--- src/rtl/fractional_vec_addsub.sv ---
// Two-stage, multi-lane unsigned fractional (UQ0.N) add/subtract unit with
// wrap/saturate modes, per-lane carry/borrow flags, valid/ready flow control
// and a saturating overflow-event counter for debug.
module fractional_vec_addsub #(
    parameter int unsigned DATA_WIDTH = 8,
    parameter int unsigned LANES      = 4,
    parameter int unsigned CNT_WIDTH  = 16
) (
    input  logic                        clk,
    input  logic                        rst_n,
    input  logic                        in_valid,
    output logic                        in_ready,
    input  logic [LANES*DATA_WIDTH-1:0] in_a,
    input  logic [LANES*DATA_WIDTH-1:0] in_b,
    input  logic                        in_op,
    input  logic                        in_sat,
    output logic                        out_valid,
    input  logic                        out_ready,
    output logic [LANES*DATA_WIDTH-1:0] out_data,
    output logic [LANES-1:0]            out_ovf,
    input  logic                        cnt_clr,
    output logic [CNT_WIDTH-1:0]        ovf_count
);

    localparam int unsigned VecWidth = LANES * DATA_WIDTH;

    // Stage 1 operand registers
    logic                s1_valid;
    logic [VecWidth-1:0] s1_a;
    logic [VecWidth-1:0] s1_b;
    logic                s1_op;
    logic                s1_sat;

    // Stage 2 result registers
    logic                s2_valid;
    logic [VecWidth-1:0] s2_data;
    logic [LANES-1:0]    s2_ovf;

    logic                s1_adv;
    logic                s2_adv;

    // Lane results computed from stage 1 contents
    logic [VecWidth-1:0]   lane_res;
    logic [LANES-1:0]      lane_ovf;
    logic [DATA_WIDTH:0]   sum;
    logic [DATA_WIDTH:0]   diff;
    logic [DATA_WIDTH-1:0] lane_a;
    logic [DATA_WIDTH-1:0] lane_b;

    // Backpressure propagates combinationally from the consumer to the producer
    always_comb begin
        s2_adv   = !s2_valid || out_ready;
        s1_adv   = !s1_valid || s2_adv;
        in_ready = s1_adv;
    end

    // Per-lane add/sub; the extra MSB of the intermediate is the carry or borrow
    always_comb begin
        lane_res = '0;
        lane_ovf = '0;
        sum      = '0;
        diff     = '0;
        lane_a   = '0;
        lane_b   = '0;
        for (int i = 0; i < int'(LANES); i++) begin
            lane_a = s1_a[i*DATA_WIDTH +: DATA_WIDTH];
            lane_b = s1_b[i*DATA_WIDTH +: DATA_WIDTH];
            sum    = {1'b0, lane_a} + {1'b0, lane_b};
            diff   = {1'b0, lane_a} - {1'b0, lane_b};
            if (!s1_op) begin
                lane_ovf[i] = sum[DATA_WIDTH];
                if (s1_sat && sum[DATA_WIDTH]) begin
                    lane_res[i*DATA_WIDTH +: DATA_WIDTH] = '1;
                end else begin
                    lane_res[i*DATA_WIDTH +: DATA_WIDTH] = sum[DATA_WIDTH-1:0];
                end
            end else begin
                // Borrow out of the widened subtraction is exactly (a < b)
                lane_ovf[i] = diff[DATA_WIDTH];
                if (s1_sat && diff[DATA_WIDTH]) begin
                    lane_res[i*DATA_WIDTH +: DATA_WIDTH] = '0;
                end else begin
                    lane_res[i*DATA_WIDTH +: DATA_WIDTH] = diff[DATA_WIDTH-1:0];
                end
            end
        end
    end

    // Stage 1: capture the operand bundle whenever the stage can advance
    always_ff @(posedge clk or negedge rst_n) begin
        if (!rst_n) begin
            s1_valid <= 1'b0;
            s1_a     <= '0;
            s1_b     <= '0;
            s1_op    <= 1'b0;
            s1_sat   <= 1'b0;
        end else if (s1_adv) begin
            s1_valid <= in_valid && in_ready;
            s1_a     <= in_a;
            s1_b     <= in_b;
            s1_op    <= in_op;
            s1_sat   <= in_sat;
        end
    end

    // Stage 2: register results; data is only replaced by a valid bundle so the
    // outputs keep their last value while idle
    always_ff @(posedge clk or negedge rst_n) begin
        if (!rst_n) begin
            s2_valid <= 1'b0;
            s2_data  <= '0;
            s2_ovf   <= '0;
        end else if (s2_adv) begin
            s2_valid <= s1_valid;
            if (s1_valid) begin
                s2_data <= lane_res;
                s2_ovf  <= lane_ovf;
            end
        end
    end

    // Overflow-event counter: clear wins, otherwise saturating increment per
    // output transfer carrying any flag
    always_ff @(posedge clk or negedge rst_n) begin
        if (!rst_n) begin
            ovf_count <= '0;
        end else if (cnt_clr) begin
            ovf_count <= '0;
        end else if (s2_valid && out_ready && (|s2_ovf) && (ovf_count != '1)) begin
            ovf_count <= ovf_count + 1'b1;
        end
    end

    assign out_valid = s2_valid;
    assign out_data  = s2_data;
    assign out_ovf   = s2_ovf;

endmodule

--- config.mk ---
export PLATFORM = sky130hd
export DESIGN_NAME = fractional_vec_addsub
export DESIGN_NICKNAME = d
export VERILOG_FILES = /design/src/rtl/fractional_vec_addsub.sv
export SDC_FILE = /design/constraint.sdc
export NUM_CORES = 1
export LEC_CHECK = 0
export ABC_AREA = 0
export BUFFER_PORTS_ARGS = -buffer_cell sky130_fd_sc_hd__buf_4
export CAP_MARGIN = 20
export CORE_UTILIZATION = 35
export DETAILED_ROUTE_END_ITERATION = 8
export SLEW_MARGIN = 20
export SYNTH_ARGS = -nofsm -noshare
export SYNTH_HDL_FRONTEND = slang
export SYNTH_SLANG_ARGS = --single-unit
export TNS_END_PERCENT = 1
--- constraint.sdc ---
create_clock -name clk -period 3.3 [get_ports clk]
set_input_delay 0 -clock clk [delete_from_list [all_inputs] [get_ports clk]]
set_output_delay 0 -clock clk [all_outputs]
set_load 0.03 [all_outputs]
==> results_dict.tcl, run 1 <==
set metrics [dict create \
    power.share.clock 0.331 \
    rows 54 \
    rsz0062_at_grt "no" \
    synth-async-reset-ratio 1.00 \
    syn-mean-instance-area_sq_um 9.42 \
    synth_ff_type "dfrtp_1" \
    p_leak_nw 4.71 \
    via_count 6564 \
    placed_cells 1200 \
    cts_sinks 120 \
    fillers 2085 \
    instances_no_fill 1302 \
    initial_core_util 0.357 \
    die_width_um 151 \
    relSlewSlack 0.471 \
    seq_area_frac_synth 0.385 \
    ios 125 \
    htree_levels 4 \
    netlist_area_sq_um 7800 \
    fmax_mhz 371 \
    dr.pass1.iters 4 \
    skew_ns 0.0109 \
    postCtsSetupBuffers 0 \
    track_usage 0.183 \
    worst_hold_slack_ns 0.221 \
    synth_edf_count 0 \
    insertion_delay_ns 0.42 \
    antenna_found_initial 0 \
    synth_warnings 0 \
    ys_seq_elements 120 \
    maxCapViolCount 0 \
    p_sw_mw 2.16 \
    pwr-share-seq 0.309 \
    routed_wirelength_um 19700 \
    synth.area.top_cells "dfrtp_1, ha_1, mux2_2, xnor2_1, nor2_1" \
    yosys.area.top_type "dfrtp_1" \
    synth_nets 972 \
    worstSetupStartpointType "flop" \
    syn_inst 828 \
    fin_crit_ns 2.70 \
    die-area_sq_um 22900 \
    grt_max_degree 92 \
    drt_iter0_drc 252 \
    finalWeightedCongestion 0.849 \
    power_density_nw_per_um2 600 \
    antenna_cells 0 \
    setup_violations 0 \
    cp_max_fo 7 \
    layout.nets 1153 \
    combPwrFrac 0.360 \
    cp.required_ns 3.57 \
    routedWlPerCell_um 15.1 \
    switching_share 0.349 \
    ys_types 65 \
    grt_pass1_wl_um 32400 \
    ant_nets 0 \
    viasPerCell 5.04 \
    hold_violations 0 \
    remaining_drc_errors 0 \
    cts_buffers 17 \
    cts.clk_slew.worst_paths_ns 0.05 \
    hold_class "in2async" \
    root_buffer "clkbuf_16" \
    fin_crit_sh 0.817 \
    yosys.area.top_type_share 0.385 \
    cts_tree "built" \
    setup_tns_ns 0 \
    port_buffers 124 \
    cts_buffer_depth 2 \
    criticalPathCategory "reg2reg" \
    areaGrowthSynthToFinish_pct 32.5 \
    grt_overflow 0 \
    power.internal_mw 4.03 \
    dieHeight_um 151 \
    worst_slew_pin_slew_ns 0.794 \
    core_area_sq_um 21800 \
    drv_slew 0 \
    cp.arrival_ns 2.97 \
    ir_drop_uv 405 \
    drive_gt1_frac 0.204 \
    grt_pass1_vias 6419 \
    cp-end-kind "flop" \
    dp_hpwl_um 13900 \
    status "completed" \
]
## timing repair
item | CTS | global route
hold buffers | 70 | 0
resized for setup | 0 | 0
endpoints found under the hold margin | 165 | 0
## cell families (layout without fill, tap and decap cells)
logic type / Yosys count / after routing / synth area share
mux: 37 / 37 / 0.0526
compound gates: 213 / 213 / 0.182
fa+ha+maj: 73 / 73 / 0.125
flops: 120 / 120 / 0.385
buf+inv: 96 / 290 / 0.0491
xor+xnor: 57 / 57 / 0.0640
simple gates: 232 / 232 / 0.142
## critical path, stage by stage (launching register included)
cell	delay (ns)
dfrtp_1	0.38
inv_1	0.08
ha_1	0.19
inv_1	0.06
fa_1	0.42
a211oi_1	0.26
o21ai_1	0.15
o31ai_1	0.39
a21oi_1	0.27
a22oi_1	0.25
a31oi_1	0.11
## power groups by stage
stage               registers (mW)  clock network [mW]  logic (mW)
floorplan                     2.19                   0        1.21
global placement              1.94                   0        2.16
detailed placement            1.94                   0        2.17
CTS                           1.92                2.11        2.25
global route                  1.95                2.17        2.47
finish                        1.91                2.05        2.23
## flip-flops by register name (all words and copies together), names as in the netlist
register / flops
out_data: 32
out_ovf: 4
out_valid: 1
ovf_count: 16
s1_a: 32
s1_b: 32
s1_op: 1
s1_sat: 1
s1_valid: 1
## stage by stage
stage	util	power, mW	setup WS [ns]	instance area [sq um]
after floorplan	-	3.40	1.01	7800
after global placement	0.411	4.10	0.758	8980
after detailed placement	0.412	4.11	0.646	8980
after CTS	0.473	6.27	0.618	10300
after global routing	0.473	6.59	0.381	10300
final	0.473	6.19	0.603	10300
## cells in the mapped netlist (all sizes together) (2+ instances only)
library cell  count
a211o             2
a211oi           10
a21boi            2
a21o             10
a21oi            35
a221oi            8
a22oi            10
a31oi            19
a41oi             2
and3              4
and4              5
buf              17
clkbuf           23
dfrtp           120
fa                8
ha               65
inv              56
mux2             32
mux2i             5
nand2            66
nand2b           14
nand3            10
nand3b            6
nand4             4
nor2             73
nor2b            18
nor3             14
nor3b             3
nor4              3
o2111a            2
o211ai            7
o21a              4
o21ai            62
o21bai           12
o221a             3
o22a              2
o22ai             3
o311ai            3
o31ai             8
or3               4
or4               6
xnor2            37
xor2             20
## final cells by class
| type | count | area (sq um) | area share |
|---|---|---|---|
| clock buffer | 19 | 443 | 0.0429 |
| tap | 280 | 350 | 0.0339 |
| inverter | 56 | 210 | 0.0204 |
| multi-input combinational | 612 | 4410 | 0.427 |
| timing repair buffer | 202 | 1710 | 0.165 |
| clock inverter | 13 | 201 | 0.0195 |
| sequential | 120 | 3000 | 0.291 |
## cell usage in the layout, fill, tap and decap left out, types with 14 or more instances in the layout
cell and n:
ha_1 65, mux2_2 32, xnor2_1 37, inv_1 54
a21oi_1 33, dlygate4sd3_1 70, clkbuf_16 17, nor2_1 73
a31oi_1 19, nor2b_1 17, xor2_1 20, dfrtp_1 120
nand2b_1 14, buf_4 130, o21ai_0 53, nand2_1 66
nor3_1 14
## path summary, 6_finish.rpt
check / startpoint / endpoint / slack (ns) / cells past startpoint
worst max-delay path: s1_a[24] / out_data[26] / 0.60 / 10
worst min-delay path: rst_n / s1_b[25] / 0.22 / 2
worst max register to register: s1_a[24] / out_data[26] / 0.60 / 10
worst min register to register: out_data[8] / out_data[8] / 0.48 / 2
max in group asynchronous: rst_n / s1_b[0] / 2.29 / 3
min in group clk: in_b[10] / s1_b[10] / 0.32 / 4
## metal layers
layer,vias up,global-route usage,part of all wire
li1,3259,-,-
met1,3149,0.243,0.47
met2,136,0.295,0.47
met3,20,0.0386,0.045
met4,0,0.0575,0.011
met5,-,0,0
Note: power is estimated with default switching activity, not from simulation.
==> run 2: changes to the inputs <==
==> constraint.sdc (replaced) <==
create_clock -name clk -period 2.7 [get_ports clk]
set_input_delay 0 -clock clk [delete_from_list [all_inputs] [get_ports clk]]
set_output_delay 0 -clock clk [all_outputs]
set_load 0.03 [all_outputs]
==> results_dict.tcl, run 2 (synthesis results as in run 1) <==
set metrics [dict create \
    status "completed" \
    skew_ns 0.00835 \
    drive_gt1_frac 0.207 \
    cp-end-kind "flop" \
    cts_sinks 120 \
    fin_crit_sh 0.934 \
    cts_buffers 17 \
    crit_family "compound AO/OA/AOI/OAI gates" \
    cp_max_fo 7 \
    via_count 6589 \
    fillers 2096 \
    port_buffers 124 \
    initial_core_util 0.357 \
    routed_wirelength_um 19700 \
    critPathSlowestCell "fa_1" \
    layout.nets 1157 \
    antenna_cells 0 \
    worst_hold_slack_ns 0.199 \
    setup_violations 0 \
    htree_levels 4 \
    fin_ws_ns 0.178 \
    dr.pass1.iters 4 \
    antenna_found_initial 0 \
    layout_commonest_cell "buf_4" \
    track_usage 0.182 \
    power_mw 7.19 \
    hold_class "in2async" \
    worstPathCellList "inv_1 > ha_1 > inv_1 > fa_1 > a211oi_1 > o21ai_0 > o31ai_1 > a21oi_2 > a22oi_1 > a31oi_1" \
    utilization 0.470 \
    drv_slew 0 \
    power_density_nw_per_um2 701 \
    ios 125 \
    cp.required_ns 2.99 \
    relSlewSlack 0.496 \
    grt_use_met2 0.298 \
    grt_use_met3 0.0352 \
    grt_max_degree 60 \
    placed_cells 1204 \
    ir_drop_uv 393 \
    criticalPathCategory "reg2reg" \
    viasPerCell 5.05 \
    dieHeight_um 151 \
    worst_slew_pin_slew_ns 0.756 \
    routedWlPerCell_um 15.1 \
    setup_tns_ns 0 \
    areaGrowthSynthToFinish_pct 31.6 \
    cp.arrival_ns 2.81 \
    rows 54 \
    dpl_cell_area_sq_um 9020 \
    cts.clk_slew.worst_paths_ns 0.06 \
    grt_pass1_wl_um 32300 \
    drt_iter0_drc 303 \
    maxCapViolCount 0 \
    grt_pass1_vias 6515 \
    grt_use_met1 0.237 \
    preCtsSetupSlack_ns 0.187 \
    finalWeightedCongestion 0.847 \
    final_design_area_no_fill_sq_um 10300 \
    dp_hpwl_um 14100 \
    core_area_sq_um 21800 \
    crit_buf_inv 2 \
    root_buffer "clkbuf_16" \
    instances_no_fill 1304 \
    die-area_sq_um 22900 \
    p_leak_nw 4.69 \
    ant_nets 0 \
    cts_buffer_depth 2 \
    cpMostUsedCell "inv_1" \
    die_width_um 151 \
    top_usage_layer "met2" \
    remaining_drc_errors 0 \
    insertion_delay_ns 0.42 \
    layout_common_cells "buf_4, dfrtp_1, nor2_1" \
    fin_crit_ns 2.52 \
    fmax_mhz 397 \
    cts_tree "built" \
    worstSetupStartpointType "flop" \
    hold_violations 0 \
    grt_overflow 0 \
    max_stage_delay_ns 0.43 \
]
-- run 2: changes by cell type in the layout (fill, tap and decap cells not counted), moves of 2 or more --
cell        previous run  this run
bufinv_16              5         1
a21oi_1               33        31
clkinvlp_4             3         1
a21oi_2                1         3
clkinv_2               4         7
buf_4                130       134
-- run 2: worst paths after layout --
kind	startpoint	to	slack, ns	cells after the start
min in group clk	in_b[17]	s1_b[17]	0.32	4
max reg2reg	s1_a[16]	out_data[18]	0.18	10
min	rst_n	ovf_count[0]	0.20	2
max in group asynchronous	rst_n	out_data[18]	1.69	3
max	s1_a[16]	out_data[18]	0.18	10
min reg2reg	out_data[12]	out_data[12]	0.48	2
-- run 2: area by class of cell --
class | count | area, sq um | share of cell area
repair buffers | 206 | 1750 | 0.170
well taps | 280 | 350 | 0.0341
flip-flops and latches | 120 | 3000 | 0.293
clock buffers | 20 | 447 | 0.0435
multi-input cells | 612 | 4420 | 0.431
inverters | 56 | 210 | 0.0205
clock inverters | 10 | 81.3 | 0.00793
-- run 2: what timing repair did --
action                                  4_1_cts  5_1_grt
endpoints found under the setup margin        0       12
buffers inserted                              0        0
hold buffers                                 70        0
gates resized for setup                       0        4
endpoints found under the hold margin       138        0
-- run 2: where the power goes --
group	total, mW	internal [mW]	switching [mW]
clock	2.10	1.27	0.835
combinational	2.75	1.20	1.56
sequential	2.34	2.09	0.243
total	7.19	4.55	2.64
-- run 2: routing by layer --
layer | vias up | share of wire
met5 | - | 0
met4 | 0 | 0.016
met3 | 19 | 0.044
met2 | 135 | 0.47
met1 | 3167 | 0.47
li1 | 3268 | -
==> run 3: changes to the inputs <==
--- a/config.mk
+++ b/config.mk
@@ -6,8 +6,10 @@
 export NUM_CORES = 1
 export LEC_CHECK = 0
 export ABC_AREA = 0
+export ABC_CLOCK_PERIOD_IN_PS = 2700
 export BUFFER_PORTS_ARGS = -buffer_cell sky130_fd_sc_hd__buf_4
-export CAP_MARGIN = 20
+export CAP_MARGIN = 30
+export CORE_MARGIN = 4
 export CORE_UTILIZATION = 35
 export DETAILED_ROUTE_END_ITERATION = 8
 export SLEW_MARGIN = 20
==> results_dict.tcl, run 3 (synthesis results as in run 1) <==
set metrics [dict create \
    skew_ns 0.0133 \
    hold_violations 0 \
    instances_no_fill 1308 \
    root_buffer "clkbuf_16" \
    fin_crit_ns 2.59 \
    via_count 6619 \
    areaGrowthSynthToFinish_pct 31.8 \
    dr.pass1.iters 4 \
    max_stage_delay_ns 0.40 \
    cp.required_ns 3.01 \
    postCtsSetupBuffers 0 \
    fin_crit_sh 0.959 \
    grt_overflow 0 \
    layout_common_cells "buf_4, dfrtp_1, nor2_1" \
    relSlewSlack 0.532 \
    setup_tns_ns 0 \
    fillers 2116 \
    layout_commonest_cell "buf_4" \
    criticalPathCategory "reg2reg" \
    reg2reg_slack_ns 0.11 \
    p_leak_nw 4.70 \
    antenna_cells 0 \
    port_buffers 124 \
    worst_slew_pin_slew_ns 0.703 \
    ant_nets 0 \
    cp_max_fo 7 \
    power.share.clock 0.284 \
    placed_cells 1207 \
    routedWlPerCell_um 15.4 \
    layout.nets 1160 \
    htree_levels 4 \
    fmax_mhz 386 \
    hold_class "in2async" \
    worstSetupStartpointType "flop" \
    critPathSlowestCell "dfrtp_1" \
    dp_hpwl_um 14600 \
    drt_iter0_drc 345 \
    finalWeightedCongestion 0.842 \
    insertion_delay_ns 0.42 \
    cp.arrival_ns 2.90 \
    core_area_sq_um 21900 \
    power_density_nw_per_um2 694 \
    remaining_drc_errors 0 \
    pwr-share-seq 0.328 \
    routed_wirelength_um 20100 \
    die_width_um 157 \
    cts.clk_slew.worst_paths_ns 0.06 \
    grt_pass1_wl_um 33200 \
    antenna_found_initial 0 \
    cts_sinks 120 \
    switching_share 0.370 \
    grt_pass1_vias 6598 \
    combPwrFrac 0.387 \
    drv_slew 0 \
    cts_buffer_depth 2 \
    initial_core_util 0.356 \
    setup_violations 0 \
    maxCapViolCount 0 \
    viasPerCell 5.06 \
    ios 125 \
    worstPathCellList "ha_1 > fa_1 > nor2b_2 > o311ai_0 > a221oi_1 > o211ai_2 > o211ai_1 > o22a_1" \
    track_usage 0.168 \
    ir_drop_uv 410 \
    drive_gt1_frac 0.211 \
    p_sw_mw 2.64 \
    dieHeight_um 157 \
    grt_max_degree 60 \
    power.internal_mw 4.50 \
    cts_tree "built" \
    cp-end-kind "flop" \
    rsz0062_at_grt "yes" \
    die-area_sq_um 24700 \
    rows 54 \
    cts_buffers 17 \
    status "completed" \
]
==> run 3: per-layer routing <==
metal  share of wire  GRT usage  up-vias
met5               0          0        -
li1                -          -     3276
met4           0.012     0.0459        0
met2            0.48      0.274      138
met3           0.044     0.0385       20
met1            0.47      0.225     3185
==> run 3: timing repair <==
action,in CTS,in global routing
resized for setup,0,4
endpoints found under the setup margin,0,14
endpoints found under the hold margin,132,0
hold buffers,70,0
==> run 3: worst paths after layout <==
check	cells past startpoint	start	endpoint
min in group clk	4	in_b[14]	s1_b[14]
min reg2reg	1	out_data[0]	out_data[0]
min	2	rst_n	s1_a[24]
max reg2reg	8	s1_b[8]	out_data[15]
max in group asynchronous	3	rst_n	ovf_count[14]
max	8	s1_b[8]	out_data[15]
==> run 3: cell type report <==
type | instances | area, sq um | area share
multi-input cells | 612 | 4430 | 0.431
clock inverters | 10 | 55.1 | 0.00536
inverters | 56 | 210 | 0.0205
repair buffers | 209 | 1770 | 0.172
clock buffers | 21 | 460 | 0.0448
well taps | 280 | 350 | 0.0341
flip-flops and latches | 120 | 3000 | 0.292
==> run 3: critical path: cells and delay by family (launching register included) <==
kind	cells	cell delay, ns
DFF	1	0.40
AOI/OAI and AO/OA	5	1.27
adders and majority gates	2	0.61
and+or+nand+nor	1	0.18
==> run 3: power groups by stage <==
| stage | Sequential [mW] | Combinational, mW | Clock [mW] |
|---|---|---|---|
| after floorplan | 2.67 | 1.48 | 0 |
| after global placement | 2.37 | 2.67 | 0 |
| after detailed placement | 2.38 | 2.69 | 0 |
| after CTS | 2.35 | 2.78 | 2.10 |
| after global routing | 2.39 | 3.06 | 2.18 |
| final | 2.34 | 2.76 | 2.03 |
==> run 3: stage by stage <==
| step | cell area (sq um) | setup slack, ns | util | hold slack [ns] | power [mW] |
|---|---|---|---|---|---|
| after global routing | 10300 | -0.00113 | 0.469 | 0.235 | 7.63 |
| after floorplan | 7800 | 0.405 | - | -0.296 | 4.16 |
| after detailed placement | 9040 | 0.128 | 0.413 | 0.0941 | 5.06 |
| final | 10300 | 0.110 | 0.469 | 0.167 | 7.14 |
| after CTS | 10300 | 0.0767 | 0.469 | 0.198 | 7.23 |
| after global placement | 9040 | 0.282 | 0.413 | 0.0985 | 5.05 |
